==> src/rtl/mul8_seq_ctrl_pkg.sv <==
// mul8_seq_ctrl_pkg
//   Shared constants and types for the sequential 8x8 shift-and-add
//   multiplier controller.
//   - state_e   : one-hot FSM state encoding (ST_IDLE, ST_RUN, ST_DONE)
//   - MUL_STEPS : number of RUN cycles, one per multiplier bit
//   - OP_W/PROD_W : operand and product widths
package mul8_seq_ctrl_pkg;

  localparam int OP_W      = 8;
  localparam int PROD_W    = 16;
  localparam int MUL_STEPS = 8;
  localparam int CNT_W     = 3;

  // Step index at which the final shift-add happens.
  localparam logic [CNT_W-1:0] LAST_STEP = CNT_W'(MUL_STEPS - 1);

  // One-hot encoding; any other pattern is illegal and recovers to IDLE.
  typedef enum logic [2:0] {
    ST_IDLE = 3'b001,
    ST_RUN  = 3'b010,
    ST_DONE = 3'b100
  } state_e;

endpackage

==> src/rtl/And_8x1.sv <==
// And_8x1
//   8-bit by 1-bit AND gate array: every bit of in8bit is gated by in1bit.
//   Used as the partial-product generator of the shift-and-add multiplier.
//   Each bit corresponds to one PNU_AND2 two-input AND cell of the original
//   gate array; here each cell is written as a plain 2-input AND.
//   Ports:
//     in8bit  [7:0] in  : multiplicand byte
//     in1bit        in  : current multiplier bit
//     out8bit [7:0] out : in8bit & {8{in1bit}}
module And_8x1 (
  input  logic [7:0] in8bit,
  input  logic       in1bit,
  output logic [7:0] out8bit
);

  for (genvar i = 0; i < 8; i++) begin : g_and2
    assign out8bit[i] = in8bit[i] & in1bit;
  end

endmodule

==> src/rtl/mul8_seq_ctrl.sv <==
// mul8_seq_ctrl
//   Sequential 8x8 unsigned shift-and-add multiplier. One multiplier bit is
//   consumed per clock: 1 accept cycle, 8 RUN cycles, 1 DONE cycle.
//
//   Handshake: a request is taken on a rising edge where start=1 and ready=1;
//   a and b are sampled on that same edge. start/a/b are ignored whenever
//   ready=0. done is a one-cycle pulse and p is valid during it; p then holds
//   until the next DONE (or reset). ready/busy/done are registered and depend
//   only on FSM state, never combinationally on start/a/b.
//
//   Ports:
//     clk        in   system clock, rising edge
//     rst        in   synchronous active-high reset
//     start      in   request (accepted only while ready=1)
//     a   [7:0]  in   multiplicand
//     b   [7:0]  in   multiplier
//     ready      out  high in IDLE
//     busy       out  high in RUN and DONE
//     done       out  one-cycle completion pulse
//     p   [15:0] out  product register
//     dbg_state  out  current FSM state, for observation only
module mul8_seq_ctrl
  import mul8_seq_ctrl_pkg::*;
(
  input  logic              clk,
  input  logic              rst,
  input  logic              start,
  input  logic [OP_W-1:0]   a,
  input  logic [OP_W-1:0]   b,
  output logic              ready,
  output logic              busy,
  output logic              done,
  output logic [PROD_W-1:0] p,
  output state_e            dbg_state
);

  state_e              state_q, state_d;
  logic [OP_W-1:0]     a_reg_q, a_reg_d;
  logic [PROD_W-1:0]   p_reg_q, p_reg_d;
  logic [CNT_W-1:0]    cnt_q, cnt_d;
  logic [PROD_W-1:0]   p_q, p_d;
  logic                ready_q, ready_d;
  logic                busy_q, busy_d;
  logic                done_q, done_d;

  logic [OP_W-1:0]     pp;
  logic [OP_W:0]       sum;
  logic [PROD_W-1:0]   p_reg_shift;

  // Partial product: multiplicand gated by the current low multiplier bit.
  And_8x1 u_and_8x1 (
    .in8bit  (a_reg_q),
    .in1bit  (p_reg_q[0]),
    .out8bit (pp)
  );

  // Upper half plus partial product; the carry becomes bit 15 after the shift.
  assign sum         = {1'b0, p_reg_q[PROD_W-1:OP_W]} + {1'b0, pp};
  assign p_reg_shift = {sum, p_reg_q[OP_W-1:1]};

  always_comb begin
    state_d = state_q;
    a_reg_d = a_reg_q;
    p_reg_d = p_reg_q;
    cnt_d   = cnt_q;
    p_d     = p_q;

    case (state_q)
      ST_IDLE: begin
        if (start) begin
          a_reg_d = a;
          p_reg_d = {{OP_W{1'b0}}, b};
          cnt_d   = '0;
          state_d = ST_RUN;
        end
      end
      ST_RUN: begin
        p_reg_d = p_reg_shift;
        cnt_d   = cnt_q + 1'b1;
        if (cnt_q == LAST_STEP) begin
          p_d     = p_reg_shift;
          state_d = ST_DONE;
        end
      end
      ST_DONE: begin
        state_d = ST_IDLE;
      end
      default: begin
        state_d = ST_IDLE;
      end
    endcase

    // Status outputs are registered copies of the next-state decode, so they
    // line up with the state they describe.
    ready_d = (state_d == ST_IDLE);
    busy_d  = (state_d == ST_RUN) || (state_d == ST_DONE);
    done_d  = (state_d == ST_DONE);
  end

  always_ff @(posedge clk) begin
    if (rst) begin
      state_q <= ST_IDLE;
      a_reg_q <= '0;
      p_reg_q <= '0;
      cnt_q   <= '0;
      p_q     <= '0;
      ready_q <= 1'b1;
      busy_q  <= 1'b0;
      done_q  <= 1'b0;
    end else begin
      state_q <= state_d;
      a_reg_q <= a_reg_d;
      p_reg_q <= p_reg_d;
      cnt_q   <= cnt_d;
      p_q     <= p_d;
      ready_q <= ready_d;
      busy_q  <= busy_d;
      done_q  <= done_d;
    end
  end

  assign ready     = ready_q;
  assign busy      = busy_q;
  assign done      = done_q;
  assign p         = p_q;
  assign dbg_state = state_q;

endmodule

==> config.mk <==
export PLATFORM = sky130hd
export DESIGN_NAME = mul8_seq_ctrl
export DESIGN_NICKNAME = d
export VERILOG_FILES = /design/src/rtl/mul8_seq_ctrl_pkg.sv /design/src/rtl/And_8x1.sv /design/src/rtl/mul8_seq_ctrl.sv
export SDC_FILE = /design/constraint.sdc
export NUM_CORES = 1
export LEC_CHECK = 0
export CAP_MARGIN = 10
export CORE_MARGIN = 5
export CORE_UTILIZATION = 47
export CTS_CLUSTER_DIAMETER = 120
export DETAILED_ROUTE_END_ITERATION = 12
export PLACE_DENSITY = 0.79
export SLEW_MARGIN = 20
export SYNTH_ARGS = -nofsm -noshare
export SYNTH_HDL_FRONTEND = slang
export SYNTH_SLANG_ARGS = --single-unit
==> constraint.sdc <==
create_clock -name clk -period 2 [get_ports clk]
set_clock_uncertainty 0.1 [all_clocks]
set_input_delay 0.6 -clock clk [delete_from_list [all_inputs] [get_ports clk]]
set_output_delay 0.6 -clock clk [all_outputs]
set_load 0.02 [all_outputs]
Word-level counts from Yosys, hierarchy flattened

Index checks and enable logic that the tools add are counted.

Add/sub/neg operators: 2
Equality and inequality tests: 7
Muxes and demuxes: 7
Bitwise gates (word level): 8
Reduce and logical (&&, ||, !) cells: 5

Operators with widths:

| operator              | count |
|---|---|
| $pmux W16 S2          | 1 |
| $mux W16              | 1 |
| $pmux W3 S2           | 2 |
| $add A8 B8 Y9         | 1 |
| $mux W3               | 3 |
| $and A1 B1 Y1         | 8 |
| $eq A3 B1 Y1 const B  | 2 |
| $eq A3 B2 Y1 const B  | 2 |
| $eq A3 B3 Y1 const B  | 2 |
| $reduce_and A2 Y1     | 3 |
| $add A3 B1 Y3 const B | 1 |
| $ne A2 B2 Y1 const B  | 1 |
| $reduce_bool A2 Y1    | 1 |
| $logic_or A1 B1 Y1    | 1 |

Flip-flop bits (word level): 49

Logic depth before layout (Yosys ltp)

Depth after elaboration: 5
Gate-level depth with buffers: 7

Hierarchy

From an unflattened synthesis, not the netlist that was laid out.

Cell total of the unflattened synthesis: 242
Area total of the unflattened synthesis: 2209.6 um2

By module, submodules not included:

| module        | times used | cells an instance | area each (um2) | sequential area each (um2) |
|---|---|---|---|---|
| mul8_seq_ctrl | 1          | 234               | 2159.6          | 980.9 |
| And_8x1       | 1          | 8                 | 50.0            | 0.0 |

Worst setup path before layout

OpenSTA, ideal clock, no wires.

Kind: reg2reg
Start: reg p_reg_q[0]
End: reg p_q[13], in the netlist p[13]
Library setup time: 0.132 ns
Arrival time: 1.773 ns
Required time: 1.768 ns
Slack: -0.005 ns
Cell stages (with the launch flop): 8
Clock period less this slack: 2.005 ns
Cells stage by stage: dfxtp_1 > and2_1 > ha_1 > fa_1 > a21o_1 > a221oi_2 > xor2_1 > o31ai_1

Longest elaborated chain between the ends: 2
Elaborated cells between the ends (all ways): 8

Ends and longest elaborated chain:

| item                     | RTL line             | text |
|---|---|---|
| start: declaration       | mul8_seq_ctrl.sv:39  | `logic [PROD_W-1:0] p_reg_q, p_reg_d;` |
| start signal: assignment | mul8_seq_ctrl.sv:113 | `p_reg_q <= p_reg_d;` |
| $and A1 B1 Y1            | And_8x1.sv:17        | `assign out8bit[i] = in8bit[i] & in1bit;` |
| $add A8 B8 Y9 *          | mul8_seq_ctrl.sv:58  | `assign sum = {1'b0, p_reg_q[PROD_W-1:OP_W]} + {1'b0, pp};` |
| end signal: assignment   | mul8_seq_ctrl.sv:115 | `p_q <= p_d;` |
| end: declaration         | mul8_seq_ctrl.sv:41  | `logic [PROD_W-1:0] p_q, p_d;` |

Mark *: on every way between the ends. The rest lies on a longest branch, timed or not.
A chain may end at the register's enable or synchronous reset.

Worst setup path after layout

Start: reg a_reg_q[0]
End: reg p_q[13], in the netlist p[13]

Longest elaborated chain between the ends: 2

Ends and longest elaborated chain:

| item                     | RTL line             | text |
|---|---|---|
| start: declaration       | mul8_seq_ctrl.sv:38  | `logic [OP_W-1:0] a_reg_q, a_reg_d;` |
| start signal: assignment | mul8_seq_ctrl.sv:112 | `a_reg_q <= a_reg_d;` |
| $and A1 B1 Y1            | And_8x1.sv:17        |  |
| $add A8 B8 Y9            | mul8_seq_ctrl.sv:58  |  |

Every way passes these cells.

==> metrics <==
via count=~1.9k; Max Fanout on Critical Path=2; Die X=79.0 µm; Clock Root Buffer=clkbuf_8; crit-path cells=and2_4 -> ha_4 -> fa_2 -> a21o_1 -> a221oi_2 -> xor2_1 -> o31ai_1; P&R area growth vs syn=31.5%; outcome=finished clean; final core utilization=63.0%; Starting Density=47.9%; initial antenna violation count=0; Worst slew margin=64.0%; most frequent cells in the layout=dfxtp_1, nor2_1, clkdlybuf4s50_1, nand2_1, a21oi_1; CTS buffer count=5; Clk Latency, worst-skew pair=310 ps; max_cap viols=0; total grt overflow=0; Post-synth top flop=dfxtp_1; Fin Setup TNS=0 ps; Routed WL per cell=14.2 µm; Worst-path clk slew=90 ps; Synthesis Warnings=0; Mapped Nets=roughly 270; total design power=about 1.8 mW; cell count after synthesis=241; Avg Cell Area, Syn=9.27 µm²; Max VDD drop=0.352 mV; DRC=0; synth top area cells=dfxtp_1, mux2i_1, ha_1; commonest non-fill, non-tap cell in the layout=dfxtp_1; DP HPWL=3.47 mm; # port buffers=40; Seq/Total Area, Yosys=43.9%; drt total wl=between 4 and 5 mm; layout cells sized above 1=14.0%; slowest stage delay, CP=between 300 and 400 ps; CP max stage cell=fa_2; Worst Hold Class=reg -> reg; fin nets=321; Post-DRT Antenna Nets=0; Worst Max-Slew Pin Slew=approximately 540 ps; Critical Path AT=2090 ps; Peak Freq=approximately 500 MHz; r2r setup slk=8 ps; # diodes=0; Post-Syn Area=~2200 µm²; largest net degree at the start of global routing=43; Clock Tree Buf Depth=2; Critical Path Start Type=register; fillers=405; gr usage total=16.6%; FP Rows=25; Netlist cell types=between 40 and 50; height of the die=79.0 µm; RSZ-0062 raised after global routing=yes; drt first pass iters=4; total die area=around 6200 µm²; final hold vios=0; Required @ worst endpoint=2100 ps; Static Leak=about 1.3 nW; cell taking the most area after synthesis=dfxtp_1; GPL Wtd Cong=0.887; H-tree Lvls=2; worst setup path class=reg -> reg; CTS sink cnt=49; CTS tree=done; final setup violating endpoints=0; Vias per Instance=5.42; core area=4660 µm²; Async S/R FF share, synth=0%; Pwr per Cell Area=622 nW/µm²; vias in the first global route=between 1.5k and 2k; first-pass GRT wire length=8.20 mm; FF+latch count, synth=49; Max Slew Vio Count=0; Synth top area share=a little over two fifths; number of enable flip-flop cells after synthesis=0; crit path capture type=register; IO Pins=between 40 and 50; Starting DRT DRC Count=115; fin crit period=1990 ps; fin crit share=99.6%
## Yosys cell counts (2+ instances only)
cell	number
clkbuf_1	9
a21o_1	3
nor3_1	4
a211oi_1	9
buf_2	2
a21oi_1	18
dfxtp_1	49
nand3_1	2
inv_1	2
nand2b_1	2
a22oi_1	4
o311ai_1	2
xor2_1	3
o31ai_1	2
nor2_1	28
nand3b_1	9
mux2i_1	16
o21ai_0	7
nand2_1	27
ha_1	10
or3_1	2
nor2_2	2
and2_1	9
## flip-flops by register name (all words and copies together), names as in the netlist
register / flops
busy: 1
p_reg_q: 16
ready: 1
done: 1
dbg_state: 3
a_reg_q: 8
cnt_q: 3
p: 16
## cell type report
cell class	count	area, µm²	area share [%]
Clock inverter	2	15.0	0.511
Clock buffer	6	72.6	2.47
Multi-Input combinational cell	176	1200	41.0
Timing Repair Buffer	57	588	20.0
Tap cell	54	67.6	2.30
Inverter	2	7.51	0.256
Sequential cell	49	983	33.5
## cell families (layout without fill, tap and decap cells)
| family | Yosys count | count (layout) | share of synthesized area, % |
|---|---|---|---|
| buffers and inverters | 16 | 67 | 4.20 |
| multiplexers | 16 | 16 | 7.17 |
| AND/OR/NAND/NOR | 94 | 94 | 21.8 |
| AO/OA/AOI/OAI | 52 | 52 | 15.3 |
| XOR/XNOR | 3 | 3 | 1.18 |
| adder cells (fa/ha/maj) | 11 | 11 | 6.49 |
| flip-flops | 49 | 49 | 43.9 |
## metal layers
layer	GRT usage [%]	routed length, µm
met5	0	0
met2	27.2	2290
met3	3.85	215
met1	21.3	2330
met4	6.01	82
## power by group
part | leakage [nW] | internal (mW) | total, mW | switching (mW)
Sequential | 0.399 | 1.01 | 1.03 | 0.0212
Clock | 0.0374 | 0.247 | 0.581 | 0.334
Combinational | 0.868 | 0.122 | 0.219 | 0.0966
Total | 1.30 | 1.38 | 1.83 | 0.452
## final timing paths
| path | from | to | cells past startpoint |
|---|---|---|---|
| setup reg to reg | a_reg_q[0] | p[13] | 7 |
| hold / removal | p[0] | p[0] | 2 |
| setup / recovery | a_reg_q[0] | p[13] | 7 |
| hold reg to reg | p[0] | p[0] | 2 |
## repair_timing
| item | in CTS | in global routing |
|---|---|---|
| setup endpoints to repair | 9 | 17 |
| hold buffers | 0 | 0 |
| resized for setup | 9 | 15 |
| pin swaps | 7 | 6 |
| buffers inserted | 0 | 1 |
## critical path, delay by kind of cell, from the launching register on
family                   cells  cell delay, ps
adder cells (fa/ha/maj)      2             490
AO/OA/AOI/OAI                3             580
AND/OR/NAND/NOR              1             150
flip-flops                   1             330
XOR/XNOR                     1             220
## metrics by stage
stage          setup WS (ps)  hold WS [ps]  cell area (µm²)  std cells
2_1_floorplan           27.0           341             2240        241
3_3_place_gp           -11.5           343             2780        337
3_5_place_dp           -46.0           347             2780        337
4_1_cts                0.405           359             2890        345
5_1_grt                 -102           381             2940        346
6_report                8.31           355             2940        346
Note: power is estimated with default switching activity, not from simulation.
